--- src/rtl/p405s_icu_vawrctl_if.sv ---
// Request/strobe bundle between ICU requesters and the valid-bit write controller.
// The master drives requests and the lookup index; the slave is the controller.
interface p405s_icu_vawrctl_if;
  logic       fill_done_req;
  logic [1:3] fill_done_index;
  logic       fill_done_ack;
  logic       inv_req;
  logic [1:3] inv_index;
  logic       inv_ack;
  logic       flash_req;
  logic       flash_ack;
  logic       va_wr_cycle;
  logic [1:3] va_wr_index;
  logic       va_wr_data;
  logic       wr_flash;
  logic [0:7] valid_vec;
  logic [1:3] lkup_index;
  logic       lkup_valid;
  logic       busy;

  modport master (
    output fill_done_req, fill_done_index, inv_req, inv_index, flash_req, lkup_index,
    input  fill_done_ack, inv_ack, flash_ack, va_wr_cycle, va_wr_index, va_wr_data,
           wr_flash, valid_vec, lkup_valid, busy
  );

  modport slave (
    input  fill_done_req, fill_done_index, inv_req, inv_index, flash_req, lkup_index,
    output fill_done_ack, inv_ack, flash_ack, va_wr_cycle, va_wr_index, va_wr_data,
           wr_flash, valid_vec, lkup_valid, busy
  );
endinterface

--- src/rtl/p405s_icu_vawrctl.sv ---
// ICU valid-bit array write controller: arbitrates flash > invalidate > fill, issues registered
// write strobes and keeps a shadow copy of the 8 valid bits for lookup.
module p405s_icu_vawrctl #(
  parameter int unsigned FlashCycles = 2  // legal range 1..7
) (
  input  logic                  cb_i,
  input  logic                  reset_i,
  p405s_icu_vawrctl_if.slave    bus
);

  typedef enum logic [1:0] {StIdle, StWrite, StFlash} state_e;

  localparam logic [2:0] FlashLoad = 3'(FlashCycles - 1);

  state_e     state_q, state_d;
  logic [2:0] cnt_q, cnt_d;
  logic       wr_cycle_q, wr_cycle_d;
  logic [1:3] wr_index_q, wr_index_d;
  logic       wr_data_q, wr_data_d;
  logic       wr_flash_q, wr_flash_d;
  logic       fill_ack_q, fill_ack_d;
  logic       inv_ack_q, inv_ack_d;
  logic       flash_ack_q, flash_ack_d;
  logic       busy_q, busy_d;
  logic [0:7] valid_q, valid_d;

  always_comb begin
    state_d     = state_q;
    cnt_d       = cnt_q;
    wr_cycle_d  = 1'b0;
    wr_index_d  = 3'b000;
    wr_data_d   = 1'b0;
    wr_flash_d  = 1'b0;
    fill_ack_d  = 1'b0;
    inv_ack_d   = 1'b0;
    flash_ack_d = 1'b0;
    valid_d     = valid_q;

    unique case (state_q)
      StIdle: begin
        if (bus.flash_req) begin
          // Shadow bits clear on entry so lookups read invalid from the first flash cycle.
          state_d     = StFlash;
          cnt_d       = FlashLoad;
          wr_flash_d  = 1'b1;
          flash_ack_d = 1'b1;
          valid_d     = 8'h00;
        end else if (bus.inv_req) begin
          state_d    = StWrite;
          wr_cycle_d = 1'b1;
          wr_index_d = bus.inv_index;
          wr_data_d  = 1'b0;
          inv_ack_d  = 1'b1;
        end else if (bus.fill_done_req) begin
          state_d    = StWrite;
          wr_cycle_d = 1'b1;
          wr_index_d = bus.fill_done_index;
          wr_data_d  = 1'b1;
          fill_ack_d = 1'b1;
        end
      end
      StWrite: begin
        // Always pass back through idle; no write suppression on an unchanged bit.
        valid_d[wr_index_q] = wr_data_q;
        state_d             = StIdle;
      end
      StFlash: begin
        if (cnt_q == 3'd0) begin
          state_d = StIdle;
        end else begin
          cnt_d      = cnt_q - 3'd1;
          wr_flash_d = 1'b1;
        end
      end
      default: state_d = StIdle;
    endcase

    busy_d = (state_d != StIdle);
  end

  always_ff @(posedge cb_i) begin
    if (reset_i) begin
      state_q     <= StIdle;
      cnt_q       <= 3'd0;
      wr_cycle_q  <= 1'b0;
      wr_index_q  <= 3'b000;
      wr_data_q   <= 1'b0;
      wr_flash_q  <= 1'b0;
      fill_ack_q  <= 1'b0;
      inv_ack_q   <= 1'b0;
      flash_ack_q <= 1'b0;
      busy_q      <= 1'b0;
      valid_q     <= 8'h00;
    end else begin
      state_q     <= state_d;
      cnt_q       <= cnt_d;
      wr_cycle_q  <= wr_cycle_d;
      wr_index_q  <= wr_index_d;
      wr_data_q   <= wr_data_d;
      wr_flash_q  <= wr_flash_d;
      fill_ack_q  <= fill_ack_d;
      inv_ack_q   <= inv_ack_d;
      flash_ack_q <= flash_ack_d;
      busy_q      <= busy_d;
      valid_q     <= valid_d;
    end
  end

  assign bus.fill_done_ack = fill_ack_q;
  assign bus.inv_ack       = inv_ack_q;
  assign bus.flash_ack     = flash_ack_q;
  assign bus.va_wr_cycle   = wr_cycle_q;
  assign bus.va_wr_index   = wr_index_q;
  assign bus.va_wr_data    = wr_data_q;
  assign bus.wr_flash      = wr_flash_q;
  assign bus.busy          = busy_q;
  assign bus.valid_vec     = valid_q;
  assign bus.lkup_valid    = valid_q[bus.lkup_index];

endmodule

--- src/flat_wrapper.sv ---
// flat-port wrapper written by rule: the top's interface ports become plain ports
module p405s_icu_vawrctl_flat 
#(
  parameter int unsigned FlashCycles = 2                     
)
  (cb_i, reset_i, bus_fill_done_req, bus_fill_done_index, bus_inv_req, bus_inv_index, bus_flash_req, bus_lkup_index, bus_fill_done_ack, bus_inv_ack, bus_flash_ack, bus_va_wr_cycle, bus_va_wr_index, bus_va_wr_data, bus_wr_flash, bus_valid_vec, bus_lkup_valid, bus_busy);
  p405s_icu_vawrctl_if bus_i ();
  input  logic cb_i;
  input  logic reset_i;
  input wire logic [$bits(bus_i.fill_done_req)-1:0] bus_fill_done_req;
  input wire logic [$bits(bus_i.fill_done_index)-1:0] bus_fill_done_index;
  input wire logic [$bits(bus_i.inv_req)-1:0] bus_inv_req;
  input wire logic [$bits(bus_i.inv_index)-1:0] bus_inv_index;
  input wire logic [$bits(bus_i.flash_req)-1:0] bus_flash_req;
  input wire logic [$bits(bus_i.lkup_index)-1:0] bus_lkup_index;
  output wire logic [$bits(bus_i.fill_done_ack)-1:0] bus_fill_done_ack;
  output wire logic [$bits(bus_i.inv_ack)-1:0] bus_inv_ack;
  output wire logic [$bits(bus_i.flash_ack)-1:0] bus_flash_ack;
  output wire logic [$bits(bus_i.va_wr_cycle)-1:0] bus_va_wr_cycle;
  output wire logic [$bits(bus_i.va_wr_index)-1:0] bus_va_wr_index;
  output wire logic [$bits(bus_i.va_wr_data)-1:0] bus_va_wr_data;
  output wire logic [$bits(bus_i.wr_flash)-1:0] bus_wr_flash;
  output wire logic [$bits(bus_i.valid_vec)-1:0] bus_valid_vec;
  output wire logic [$bits(bus_i.lkup_valid)-1:0] bus_lkup_valid;
  output wire logic [$bits(bus_i.busy)-1:0] bus_busy;
  assign bus_i.fill_done_req = bus_fill_done_req;
  assign bus_i.fill_done_index = bus_fill_done_index;
  assign bus_i.inv_req = bus_inv_req;
  assign bus_i.inv_index = bus_inv_index;
  assign bus_i.flash_req = bus_flash_req;
  assign bus_i.lkup_index = bus_lkup_index;
  assign bus_fill_done_ack = bus_i.fill_done_ack;
  assign bus_inv_ack = bus_i.inv_ack;
  assign bus_flash_ack = bus_i.flash_ack;
  assign bus_va_wr_cycle = bus_i.va_wr_cycle;
  assign bus_va_wr_index = bus_i.va_wr_index;
  assign bus_va_wr_data = bus_i.va_wr_data;
  assign bus_wr_flash = bus_i.wr_flash;
  assign bus_valid_vec = bus_i.valid_vec;
  assign bus_lkup_valid = bus_i.lkup_valid;
  assign bus_busy = bus_i.busy;
  p405s_icu_vawrctl #(.FlashCycles(FlashCycles)) u_core (.cb_i(cb_i), .reset_i(reset_i), .bus(bus_i));
endmodule
--- config.mk ---
export PLATFORM = sky130hd
export DESIGN_NAME = p405s_icu_vawrctl_flat
export DESIGN_NICKNAME = d
export VERILOG_FILES = /design/src/rtl/p405s_icu_vawrctl_if.sv /design/src/rtl/p405s_icu_vawrctl.sv /design/src/flat_wrapper.sv
export SDC_FILE = /design/constraint.sdc
export NUM_CORES = 1
export LEC_CHECK = 0
export CORE_MARGIN = 8
export CORE_UTILIZATION = 24
export CTS_CLUSTER_DIAMETER = 50
export DETAILED_ROUTE_END_ITERATION = 8
export PLACE_DENSITY = 0.55
export SLEW_MARGIN = 20
export SYNTH_ARGS = -nofsm -noshare
export SYNTH_HDL_FRONTEND = slang
export SYNTH_SLANG_ARGS = --single-unit
--- constraint.sdc ---
create_clock -name cb_i -period 3.83 [get_ports cb_i]
set_clock_uncertainty 0.05 [all_clocks]
set_input_delay 0.383 -clock cb_i [delete_from_list [all_inputs] [get_ports cb_i]]
set_output_delay 0.383 -clock cb_i [all_outputs]
set_load 0.03 [all_outputs]
==> impl_metrics.sql <==
INSERT INTO impl_metrics (metric_group, metric, value, unit) VALUES
('global_route', 'grt_start_max_net_pins', '18', ''),
('global_route', 'grt_pass1_vias', '838', ''),
('drt', 'detail_routed_net_length_per_standard_cell', '13.45', 'um'),
('setup_path', 'critical_path.max_fanout', '2', ''),
('die', 'num_rows', '23', ''),
('synth', 'yosysTopAreaCellShare', '0.4367', ''),
('clock_tree', 'clock_latency', '0.26', 'ns'),
('finish', 'num_antenna_cells', '0', ''),
('clock_tree', 'clock_tree_from_tritoncts', 'yes', ''),
('placement', 'dp.final_hpwl', '1830', 'um'),
('placement', 'preCtsSetupSlack', '1.114', 'ns'),
('synth', 'synth.largest_area_cell', 'dfxtp_1', ''),
('drt', 'detail_route.vias_per_cell', '4.542', ''),
('clock_tree', 'cts_inserted_buffers', '3', ''),
('die', 'die_width', '80.82', 'um'),
('placement', 'portBuffers', '32', ''),
('clock_tree', 'post_cts_hold_buffer_count', '0', ''),
('clock_tree', 'clock-root-buffer', 'clkbuf_8', ''),
('sta', 'timing.setup.tns', '0', 'ns'),
('die', 'design.die.area', '6532', 'um2'),
('drt', 'wirelength', '2380', 'um'),
('clock_tree', 'ctsResizeCount', '0', ''),
('setup_path', 'end_kind', 'primary output', ''),
('sta', 'setup_ws', '1.114', 'ns'),
('synth', 'yosysWarnings', '0', ''),
('drt', 'drc', '0', ''),
('global_route', 'grt_antenna_before_repair', '0', ''),
('die', 'start_util', '0.2503', ''),
('synth', 'synth-main-ff-cell', 'dfxtp_1', ''),
('die', 'io-pin-count', '33', ''),
('clock_tree', 'clkTransAtPathRegs', '0.08', 'ns'),
('setup_path', 'critPathArrivalTime', '2.28', 'ns'),
('synth', 'synth_fp_nets', '112', ''),
('synth', 'number_of_distinct_library_cell_variants_in_the_gate_level_netlist_after_synthesis', '29', ''),
('finish', 'drive_gt1_frac', '0.1575', ''),
('power', 'total_leakage_power', '0.5031', 'nW'),
('sta', 'setup_viol', '0', ''),
('synth', 'yosysSeqAreaShare', '0.4367', ''),
('worst_hold_path', 'hp-class', 'reg2reg', ''),
('sta', 'final_worst_path_cycle_share', '0.7093', ''),
('drt', 'drtAntennaViolNets', '0', ''),
('drt', 'dr_total_vias', '804', ''),
('sta', 'grt_setup_unrepaired', 'no', ''),
('clock_tree', 'cts-root-to-sink-buffers', '2', ''),
('synth', 'async_flop_share', '0', ''),
('setup_path', 'worst-setup-path-type', 'in2out', ''),
('clock_tree', 'clock_tree.htree_level_count', '1', ''),
('synth', 'cells_taking_the_most_area_after_synthesis', 'dfxtp_1, mux2_2, nor3b_1, mux4_2, nor2_1', ''),
('clock_tree', 'post_cts_buffers', '0', ''),
('synth', 'synth-seq-cells', '22', ''),
('setup_path', 'startpoint_type', 'primary input', ''),
('setup_path', 'worstPathRequired', '3.40', 'ns'),
('drt', 'first_iter_violations', '9', ''),
('sta', 'achievable_frequency', '368.1', 'MHz'),
('synth', 'synthCells', '96', ''),
('global_route', 'globalRouteTotalUtil', '0.07873', ''),
('synth', 'post_synth_most_frequent_cells', 'dfxtp_1, nor2_1, mux2_2, nor3b_1, inv_1', ''),
('die', 'die_height', '80.82', 'um'),
('synth', 'synth.most_common_cell', 'dfxtp_1', ''),
('drt', 'detailedRoute.firstPassIterationCount', '4', ''),
('synth', 'post_synth.cell_area_avg', '10.50', 'um2'),
('sta', 'worst_slew_pin_slew', '0.6148', 'ns'),
('finish', 'area_growth_syn_to_layout', '39.95', '%'),
('job', 'drv.max_cap_violation_count', '0', ''),
('run_status', 'outcome', 'complete, no violations', ''),
('sta', 'report.final.hold_viol_count', '0', ''),
('power', 'power.density_cell_area', '351.2', 'nW/um2'),
('sta', 'timing.final.crit_period', '2.717', 'ns'),
('sta', 'slew_violations', '0', ''),
('power', 'vdd.ir_drop.worst', '0.1493', 'mV'),
('finish', 'num-nets-final', '144', ''),
('global_route', 'grt_overflow', '0', ''),
('synth', 'number_of_flops_mapped_to_enable_cells_by_yosys', '0', ''),
('placement', 'gp_routability_congestion', '0.7882', ''),
('sta', 'worst_slew_margin_rel', '0.5889', ''),
('synth', 'synthesis.area', '1008', 'um2'),
('clock_tree', 'cts.sink_count', '22', ''),
('global_route', 'grt_pass1_wl', '4050', 'um'),
('die', 'coreArea', '4029', 'um2');
==> flip-flops by register name, summed over array words and instances, names as in the netlist <==
register                count
u_core.cnt_q                3
u_core.bus.busy             1
u_core.bus.flash_ack        1
u_core.bus.valid_vec        8
u_core.bus.inv_ack          1
u_core.bus.va_wr_index      3
u_core.bus.va_wr_cycle      1
u_core.bus.wr_flash         1
u_core.state_q              2
u_core.bus.va_wr_data       1
==> cell type report <==
cell class | count | area [um2]
Clock buffer | 4 | 55.05
Multi-Input combinational cell | 63 | 506.7
Sequential cell | 22 | 440.4
Inverter | 5 | 18.77
Timing Repair Buffer | 33 | 327.8
Tap cell | 50 | 62.56
Fill cell | 423 | 2618
==> cells by family after synthesis <==
group,after synthesis,share of synthesized area
AOI/OAI and AO/OA,9,0.07321
adders and majority gates,2,0.02481
buffers and inverters,11,0.06080
DFF,22,0.4367
muxes,11,0.1439
and+or+nand+nor,41,0.2605
==> cells in the final DEF (no fill, tap or decap), types with 3 or more instances in the layout <==
cell,instances
a22oi_1,3
clkbuf_8,4
clkdlybuf4s50_1,32
dfxtp_1,22
inv_1,5
mux2_2,8
nor2_1,9
nor2b_1,4
nor3_1,3
nor3b_1,8
nor4_1,4
nor4b_1,3
==> worst paths after layout <==
| kind | slack, ns | endpoint | cells past startpoint | from |
|---|---|---|---|---|
| max | 1.11 | bus_lkup_valid | 4 | bus_lkup_index[2] |
| min | 0.45 | u_core.cnt_q[0] | 1 | u_core.cnt_q[0] |
| max reg2reg | 2.28 | u_core.bus.valid_vec[2] | 3 | u_core.state_q[0] |
| min reg2reg | 0.45 | u_core.cnt_q[0] | 1 | u_core.cnt_q[0] |
==> power breakdown <==
part / leakage, nW / total [mW] / internal [mW] / switching (mW)
Clock: 0.0288 / 0.168 / 0.0917 / 0.0765
Combinational: 0.295 / 0.0809 / 0.0391 / 0.0418
Sequential: 0.179 / 0.247 / 0.238 / 0.00827
Total: 0.503 / 0.496 / 0.369 / 0.127
==> critical path, cell delays in order <==
cell and delay (ns):
clkdlybuf4s50_1 0.52, mux4_2 0.51, mux2_2 0.27, clkdlybuf4s50_1 0.60
==> layer usage <==
layer / vias to the layer above / global-route usage / wire [um]
met4: 0 / 0.03750 / 40
li1: 409 / - / -
met3: 4 / 0.02759 / 129
met1: 371 / 0.09794 / 1112
met5: - / 0 / 0
met2: 20 / 0.1187 / 1097
==> metrics by stage <==
| step | util | total power, mW | instance area [um2] | hold slack [ns] | std cells |
|---|---|---|---|---|---|
| 6_report | 0.3503 | 0.4956 | 1411 | 0.4460 | 177 |
| 5_1_grt | 0.3503 | 0.5251 | 1411 | 0.4932 | 177 |
| 4_1_cts | 0.3503 | 0.5021 | 1411 | 0.4527 | 177 |
| 3_5_place_dp | 0.3366 | 0.3332 | 1356 | 0.4398 | 173 |
| 3_3_place_gp | 0.3366 | 0.3317 | 1356 | 0.4194 | 173 |
| 2_1_floorplan | - | 0.2999 | 1008 | 0.4048 | 96 |
No activity file was read; power rests on OpenSTA's default activity.
